<file path="src/rtl/m_lsu_seq.sv">
// Multi-cycle load/store unit for the MEM stage.
// Handles LW/LH/LHU/LB/LBU/SW/SH/SB with sign/zero extension and store byte
// enables. Accesses crossing a word boundary are split into two aligned
// memory transactions, or raise an alignment exception when MISALIGN_EN=0.
// Also reports whether the loaded field holds more ones than zeros.
module m_lsu_seq #(
  parameter bit MISALIGN_EN = 1'b1,
  parameter int ADDR_W      = 32
) (
  input  logic              clk,
  input  logic              reset,
  input  logic              req_valid,
  output logic              req_ready,
  input  logic [2:0]        req_op,
  input  logic [ADDR_W-1:0] req_addr,
  input  logic [31:0]       req_wdata,
  output logic              resp_valid,
  output logic [31:0]       resp_rdata,
  output logic              resp_ones_gt,
  output logic              resp_exc,
  output logic              mem_req,
  output logic              mem_we,
  output logic [3:0]        mem_be,
  output logic [ADDR_W-1:0] mem_addr,
  output logic [31:0]       mem_wdata,
  input  logic              mem_ack,
  input  logic [31:0]       mem_rdata
);

  typedef enum logic [1:0] {IDLE, ACC0, ACC1, RESP} state_t;

  localparam logic [2:0] OP_LW  = 3'b000;
  localparam logic [2:0] OP_LH  = 3'b001;
  localparam logic [2:0] OP_LHU = 3'b010;
  localparam logic [2:0] OP_LB  = 3'b011;
  localparam logic [2:0] OP_LBU = 3'b100;

  // Access size in bytes: 4, 2 or 1.
  function automatic logic [2:0] size_of(input logic [2:0] op);
    case (op)
      3'b000, 3'b101:         return 3'd4;
      3'b001, 3'b010, 3'b110: return 3'd2;
      default:                return 3'd1;
    endcase
  endfunction

  function automatic logic is_store(input logic [2:0] op);
    return op[2] & (op[1] | op[0]);
  endfunction

  function automatic logic [5:0] popcnt(input logic [31:0] v);
    logic [5:0] n;
    n = '0;
    for (int i = 0; i < 32; i++) n = n + 6'(v[i]);
    return n;
  endfunction

  state_t            state, state_nx;
  logic [2:0]        op_q;
  logic [ADDR_W-1:0] addr_q;
  logic [31:0]       wdata_q, rdata0_q, rdata1_q;
  logic              exc_q;

  // In IDLE the request comes straight from the ports (it is being latched
  // on this edge); in every other state it comes from the latched copy.
  logic [2:0]        cur_op;
  logic [ADDR_W-1:0] cur_addr;
  logic [31:0]       cur_wdata;
  assign cur_op    = (state == IDLE) ? req_op    : op_q;
  assign cur_addr  = (state == IDLE) ? req_addr  : addr_q;
  assign cur_wdata = (state == IDLE) ? req_wdata : wdata_q;

  logic [1:0] cur_off;
  logic [2:0] cur_size;
  logic       cur_cross, cur_mis;
  assign cur_off   = cur_addr[1:0];
  assign cur_size  = size_of(cur_op);
  assign cur_cross = ({1'b0, cur_off} + cur_size) > 3'd4;
  assign cur_mis   = ((cur_size == 3'd4) && (cur_off != 2'd0)) ||
                     ((cur_size == 3'd2) && cur_off[0]);

  logic              req_ready_d, mem_req_d, mem_we_d, resp_valid_d;
  logic              resp_ones_d, resp_exc_d;
  logic [3:0]        mem_be_d;
  logic [ADDR_W-1:0] mem_addr_d, base;
  logic [31:0]       mem_wdata_d, resp_rdata_d, field, ld_data;
  logic [3:0]        mask4;
  logic [7:0]        be64;
  logic [63:0]       w64;
  logic              ld_ones, in_acc1;

  // State register and registered outputs.
  always_ff @(posedge clk) begin
    // NOTE: sequential state uses non-blocking assignments so every register
    // samples pre-edge values regardless of statement order.
    if (reset) begin
      state        <= IDLE;
      req_ready    <= 1'b1;
      mem_req      <= 1'b0;
      mem_we       <= 1'b0;
      mem_be       <= '0;
      mem_addr     <= '0;
      mem_wdata    <= '0;
      resp_valid   <= 1'b0;
      resp_rdata   <= '0;
      resp_ones_gt <= 1'b0;
      resp_exc     <= 1'b0;
    end else begin
      state        <= state_nx;
      req_ready    <= req_ready_d;
      mem_req      <= mem_req_d;
      mem_we       <= mem_we_d;
      mem_be       <= mem_be_d;
      mem_addr     <= mem_addr_d;
      mem_wdata    <= mem_wdata_d;
      resp_valid   <= resp_valid_d;
      resp_rdata   <= resp_rdata_d;
      resp_ones_gt <= resp_ones_d;
      resp_exc     <= resp_exc_d;
    end
  end

  // Latch the accepted request and capture read data on each ack.
  always_ff @(posedge clk) begin
    // NOTE: these datapath registers are not reset; they are always written
    // before the FSM reads them, so a reset would only cost routing.
    if (state == IDLE && req_valid) begin
      op_q     <= req_op;
      addr_q   <= req_addr;
      wdata_q  <= req_wdata;
      exc_q    <= !MISALIGN_EN && cur_mis;
      rdata1_q <= '0;
    end
    if (state == ACC0 && mem_ack) rdata0_q <= mem_rdata;
    if (state == ACC1 && mem_ack) rdata1_q <= mem_rdata;
  end

  // Next-state logic.
  always_comb begin
    // NOTE: default assignment first so no path leaves state_nx unassigned,
    // which would infer a latch.
    state_nx = state;
    unique case (state)
      IDLE:    if (req_valid) state_nx = (!MISALIGN_EN && cur_mis) ? RESP : ACC0;
      ACC0:    if (mem_ack)   state_nx = cur_cross ? ACC1 : RESP;
      ACC1:    if (mem_ack)   state_nx = RESP;
      RESP:    state_nx = IDLE;
      default: state_nx = IDLE;
    endcase
  end

  // Output logic: next values of the registered outputs.
  always_comb begin
    unique case (cur_size)
      3'd1:    mask4 = 4'b0001;
      3'd2:    mask4 = 4'b0011;
      default: mask4 = 4'b1111;
    endcase
    be64    = {4'b0000, mask4} << cur_off;
    w64     = {32'b0, cur_wdata} << {cur_off, 3'b000};
    base    = {cur_addr[ADDR_W-1:2], 2'b00};
    in_acc1 = (state_nx == ACC1);

    req_ready_d = (state_nx == IDLE);
    mem_req_d   = (state_nx == ACC0) || (state_nx == ACC1);
    mem_we_d    = 1'b0;
    mem_be_d    = '0;
    mem_addr_d  = '0;
    mem_wdata_d = '0;
    if (mem_req_d) begin
      mem_addr_d = in_acc1 ? base + ADDR_W'(4) : base;
      mem_we_d   = is_store(cur_op);
      mem_be_d   = in_acc1 ? be64[7:4] : be64[3:0];
      if (is_store(cur_op)) mem_wdata_d = in_acc1 ? w64[63:32] : w64[31:0];
    end

    // Load field: the two captured words shifted down by the byte offset.
    field   = 32'({rdata1_q, rdata0_q} >> {cur_off, 3'b000});
    ld_data = '0;
    ld_ones = 1'b0;
    case (cur_op)
      OP_LW:  begin ld_data = field;                              ld_ones = popcnt(field) > 6'd16; end
      OP_LH:  begin ld_data = {{16{field[15]}}, field[15:0]};     ld_ones = popcnt({16'b0, field[15:0]}) > 6'd8; end
      OP_LHU: begin ld_data = {16'b0, field[15:0]};               ld_ones = popcnt({16'b0, field[15:0]}) > 6'd8; end
      OP_LB:  begin ld_data = {{24{field[7]}}, field[7:0]};       ld_ones = popcnt({24'b0, field[7:0]}) > 6'd4; end
      OP_LBU: begin ld_data = {24'b0, field[7:0]};                ld_ones = popcnt({24'b0, field[7:0]}) > 6'd4; end
      default: ;
    endcase

    resp_valid_d = (state == RESP);
    resp_rdata_d = resp_rdata;
    resp_ones_d  = resp_ones_gt;
    resp_exc_d   = resp_exc;
    if (state == RESP) begin
      resp_exc_d   = exc_q;
      resp_rdata_d = exc_q ? 32'h0 : ld_data;
      resp_ones_d  = exc_q ? 1'b0  : ld_ones;
    end
  end

endmodule
</file>
<file path="config.mk">
export PLATFORM = sky130hd
export DESIGN_NAME = m_lsu_seq
export DESIGN_NICKNAME = d
export VERILOG_FILES = /design/src/rtl/m_lsu_seq.sv
export SDC_FILE = /design/constraint.sdc
export NUM_CORES = 1
export LEC_CHECK = 0
export ABC_AREA = 1
export CORE_MARGIN = 2
export CORE_UTILIZATION = 58
export DETAILED_ROUTE_END_ITERATION = 8
export HOLD_SLACK_MARGIN = 0.02
export MAX_ROUTING_LAYER = met4
export PLACE_DENSITY = 0.87
export SYNTH_ARGS = -nofsm -noshare
export SYNTH_HDL_FRONTEND = slang
export SYNTH_SLANG_ARGS = --single-unit
</file>
<file path="constraint.sdc">
create_clock -name clk -period 18.1 [get_ports clk]
set_input_delay 3.62 -clock clk [delete_from_list [all_inputs] [get_ports clk]]
set_output_delay 3.62 -clock clk [all_outputs]
set_load 0.05 [all_outputs]
</file>
==> summary.md <==
| Metric | Value |
|---|---|
| Register bit total from synthesis | 228 |
| Area Overhead vs Synth | 24.5% |
| Worst endpoint data arrival time | 12.11 ns |
| Final setup TNS | 0 ns |
| Mapped Cells | 1483 |
| Tcrit/Tclk final | 64.8% |
| Mapped cell area | 12000 sq um |
| Final ANT Viol Nets | 0 |
| Core ar. | 20200 sq um |
| Nets | 1805 |
| Area contributors post-synth | edfxtp_1 (31%), dfxtp_1 (18%), nand2_1 (15%), inv_1 (4.8%), o21ai_0 (4.2%) |
| Status | finished, final reports clean |
| Vias in the first global route | 10.2k |
| DIE AREA | 21800 sq um |
| Initial antenna violation count | 3 |
| Via count | 10.9k |
| CP peak stage delay | 0.58 ns |
| Final Worst Setup Slack | 6.38 ns |
| Setup-failing EPs final | 0 |
| CTS Hold Bufs | 0 |
| Number of synthesis warnings | 0 |
| Post-synthesis cell type with the largest combined area | edfxtp_1 |
| First-pass GRT wire length | 53500 um |
| Synth top area share | 30.9% |
| RSZ-0062 raised after global routing | no |
| Clk_skew | 0.0111 ns |
| Post-synth EDFFs | 123 |
| Total track usage | 32.0% |
| Slowest CP cell | fa_1 |
| DRC | 0 |
| Most frequent cell on the critical path | fa_1 |
| Most common cell after layout, fill and taps aside | nand2_1 |
| Initial Util | 59.1% |
| CTS resizes | 0 |
| Routed WL | 34300 um |
| Ys flop type | edfxtp_1 |
| Clk_lat worst skew | 0.53 ns |
| Layout cell share with drive strength beyond 1 | 6.08% |
| First-iteration detailed-routing DRC count | 1019 |
| Clock sinks | 228 |
| Overflow after GRT | 0 |
| Layout Utilization | 73.5% |
| Die height | 148 um |
| Final Slew Violations | 0 |
| Tmin final | 11.72 ns |
| Slew headroom | 36.3% |
| Die W | 148 um |
| Yosys cell types | 44 |
| Routed WL per cell | 17.6 um |
| Row cnt | 52 |
| Critical path peak fanout | 66 |
| Pre-CTS setup slack | 5.84 ns |
| Largest net degree at the start of global routing | 96 |
| First-pass DRT Iterations | 7 |
| HPWL after DPL | 25200 um |
| Post-DP Area | 14100 sq um |
| Final instance area | 14900 sq um |
| Post-CTS Setup Repair Bufs | 0 |
| Gp weighted congestion | 0.951 |
| Root Buffer | clkbuf_16 |
| Io pins | 209 |
| CP Capture Type | flop |
| Achievable Freq | 0.0853 GHz |
| TritonCTS clock tree | yes |
| Post-Syn Area per Cell | 8.06 sq um |
| I/O Buffers | 205 |
| Max Cap Viol | 0 |
| CP required | 18.49 ns |
| TritonCTS buffer count | 24 |
| H-Tree Depth | 1 |
| Vias/cell | 5.59 |
| Final hold vios | 0 |
| Clock tree buffer depth | 3 |
| Crit start category | input port |
| Worst-Margin Slew | 0.952 ns |
| Crit Path Category | input port to flop |
| Worst-path clk slew | 0.06 ns |
| Ys async rst share | 0% |
| Commonest cells after routing, fill and taps aside | nand2_1 (482), clkdlybuf4s50_1 (205), inv_1 (151) |
| Worst Hold Class | flop to flop |
| Seq/Total Area, Yosys | 48.5% |
==> final timing paths <==
check | from | end | slack [ns] | cells past startpoint
setup reg to reg | state[1]$_SDFF_PP0_ | resp_ones_gt$_SDFFE_PP0P_ | 8.92 | 34
hold reg to reg | resp_rdata[0]$_SDFFE_PP0P_ | resp_rdata[0]$_SDFFE_PP0P_ | 0.47 | 2
setup / recovery | req_addr[1] | resp_ones_gt$_SDFFE_PP0P_ | 6.38 | 36
hold / removal | resp_rdata[0]$_SDFFE_PP0P_ | resp_rdata[0]$_SDFFE_PP0P_ | 0.47 | 2
==> sequential cells by signal, indices dropped and copies added, names as in the netlist <==
name          cells
rdata0_q         32
resp_ones_gt      1
mem_req           1
op_q              3
mem_be            4
mem_wdata        32
addr_q           32
rdata1_q         24
req_ready         1
mem_addr         30
wdata_q          32
resp_rdata       32
mem_we            1
state             2
resp_valid        1
==> metrics by stage <==
stage / hold WS [ns] / cells
2_1_floorplan: 0.531 / 1485
3_3_place_gp: 0.451 / 1903
3_5_place_dp: 0.458 / 1903
6_report: 0.467 / 1950
5_1_grt: 0.494 / 1950
4_1_cts: 0.468 / 1947
==> layout make-up <==
| cell class | count | area (sq um) |
|---|---|---|
| Antenna cell | 3 | 7.51 |
| Clock buffer | 34 | 721 |
| Clock inverter | 10 | 85.1 |
| Fill cell | 1508 | 5350 |
| Inverter | 159 | 597 |
| Multi-Input combinational cell | 1029 | 5190 |
| Sequential cell | 228 | 5800 |
| Tap cell | 270 | 338 |
| Timing Repair Buffer | 217 | 2140 |
==> worst max-delay path, delay by kind of cell <==
kind	cells	cell delay, ns
compound gates	5	0.59
fa+ha+maj	11	5.51
buf+inv	11	1.77
simple gates	9	0.59
==> logic make-up (layout without fill, tap and decap cells) <==
kind of cell / Yosys count / after routing / share of synthesized area (%)
AO/OA/AOI/OAI: 238 / 238 / 10.6
XOR/XNOR: 4 / 4 / 0.293
adder cells (fa/ha/maj): 43 / 43 / 5.88
buffers and inverters: 228 / 420 / 8.30
flip-flops: 228 / 228 / 48.5
multiplexers: 7 / 7 / 0.586
other: 1 / 6 / 0.0314
AND/OR/NAND/NOR: 734 / 734 / 25.8
==> cell usage after synthesis (5+ instances only) <==
cell	count
nor2_4	5
o211ai_1	8
nor2_2	8
o21ai_0	101
nand4_1	9
buf_1	6
and2_1	6
buf_4	15
nor3_1	8
o21ai_1	13
buf_6	6
nand3_1	86
mux2i_1	7
nand2_1	484
ha_1	21
dfxtp_1	105
edfxtp_1	123
o21a_1	6
inv_2	5
or2_2	13
nand2_2	8
a21oi_1	93
nor2_1	99
buf_2	28
a31oi_1	5
fa_1	22
clkbuf_1	14
inv_1	152
==> layer usage <==
| metal | share of wire [%] | up-vias | global-route usage (%) |
|---|---|---|---|
| li1 | - | 5151 | - |
| met1 | 41 | 5031 | 42.8 |
| met2 | 47 | 618 | 50.6 |
| met3 | 8.9 | 95 | 3.83 |
| met4 | 3.8 | 0 | 12.4 |
| met5 | 0 | - | - |
Power is not shown: default switching activity piles up to over one toggle a cycle in this logic, so the estimate is an artifact.
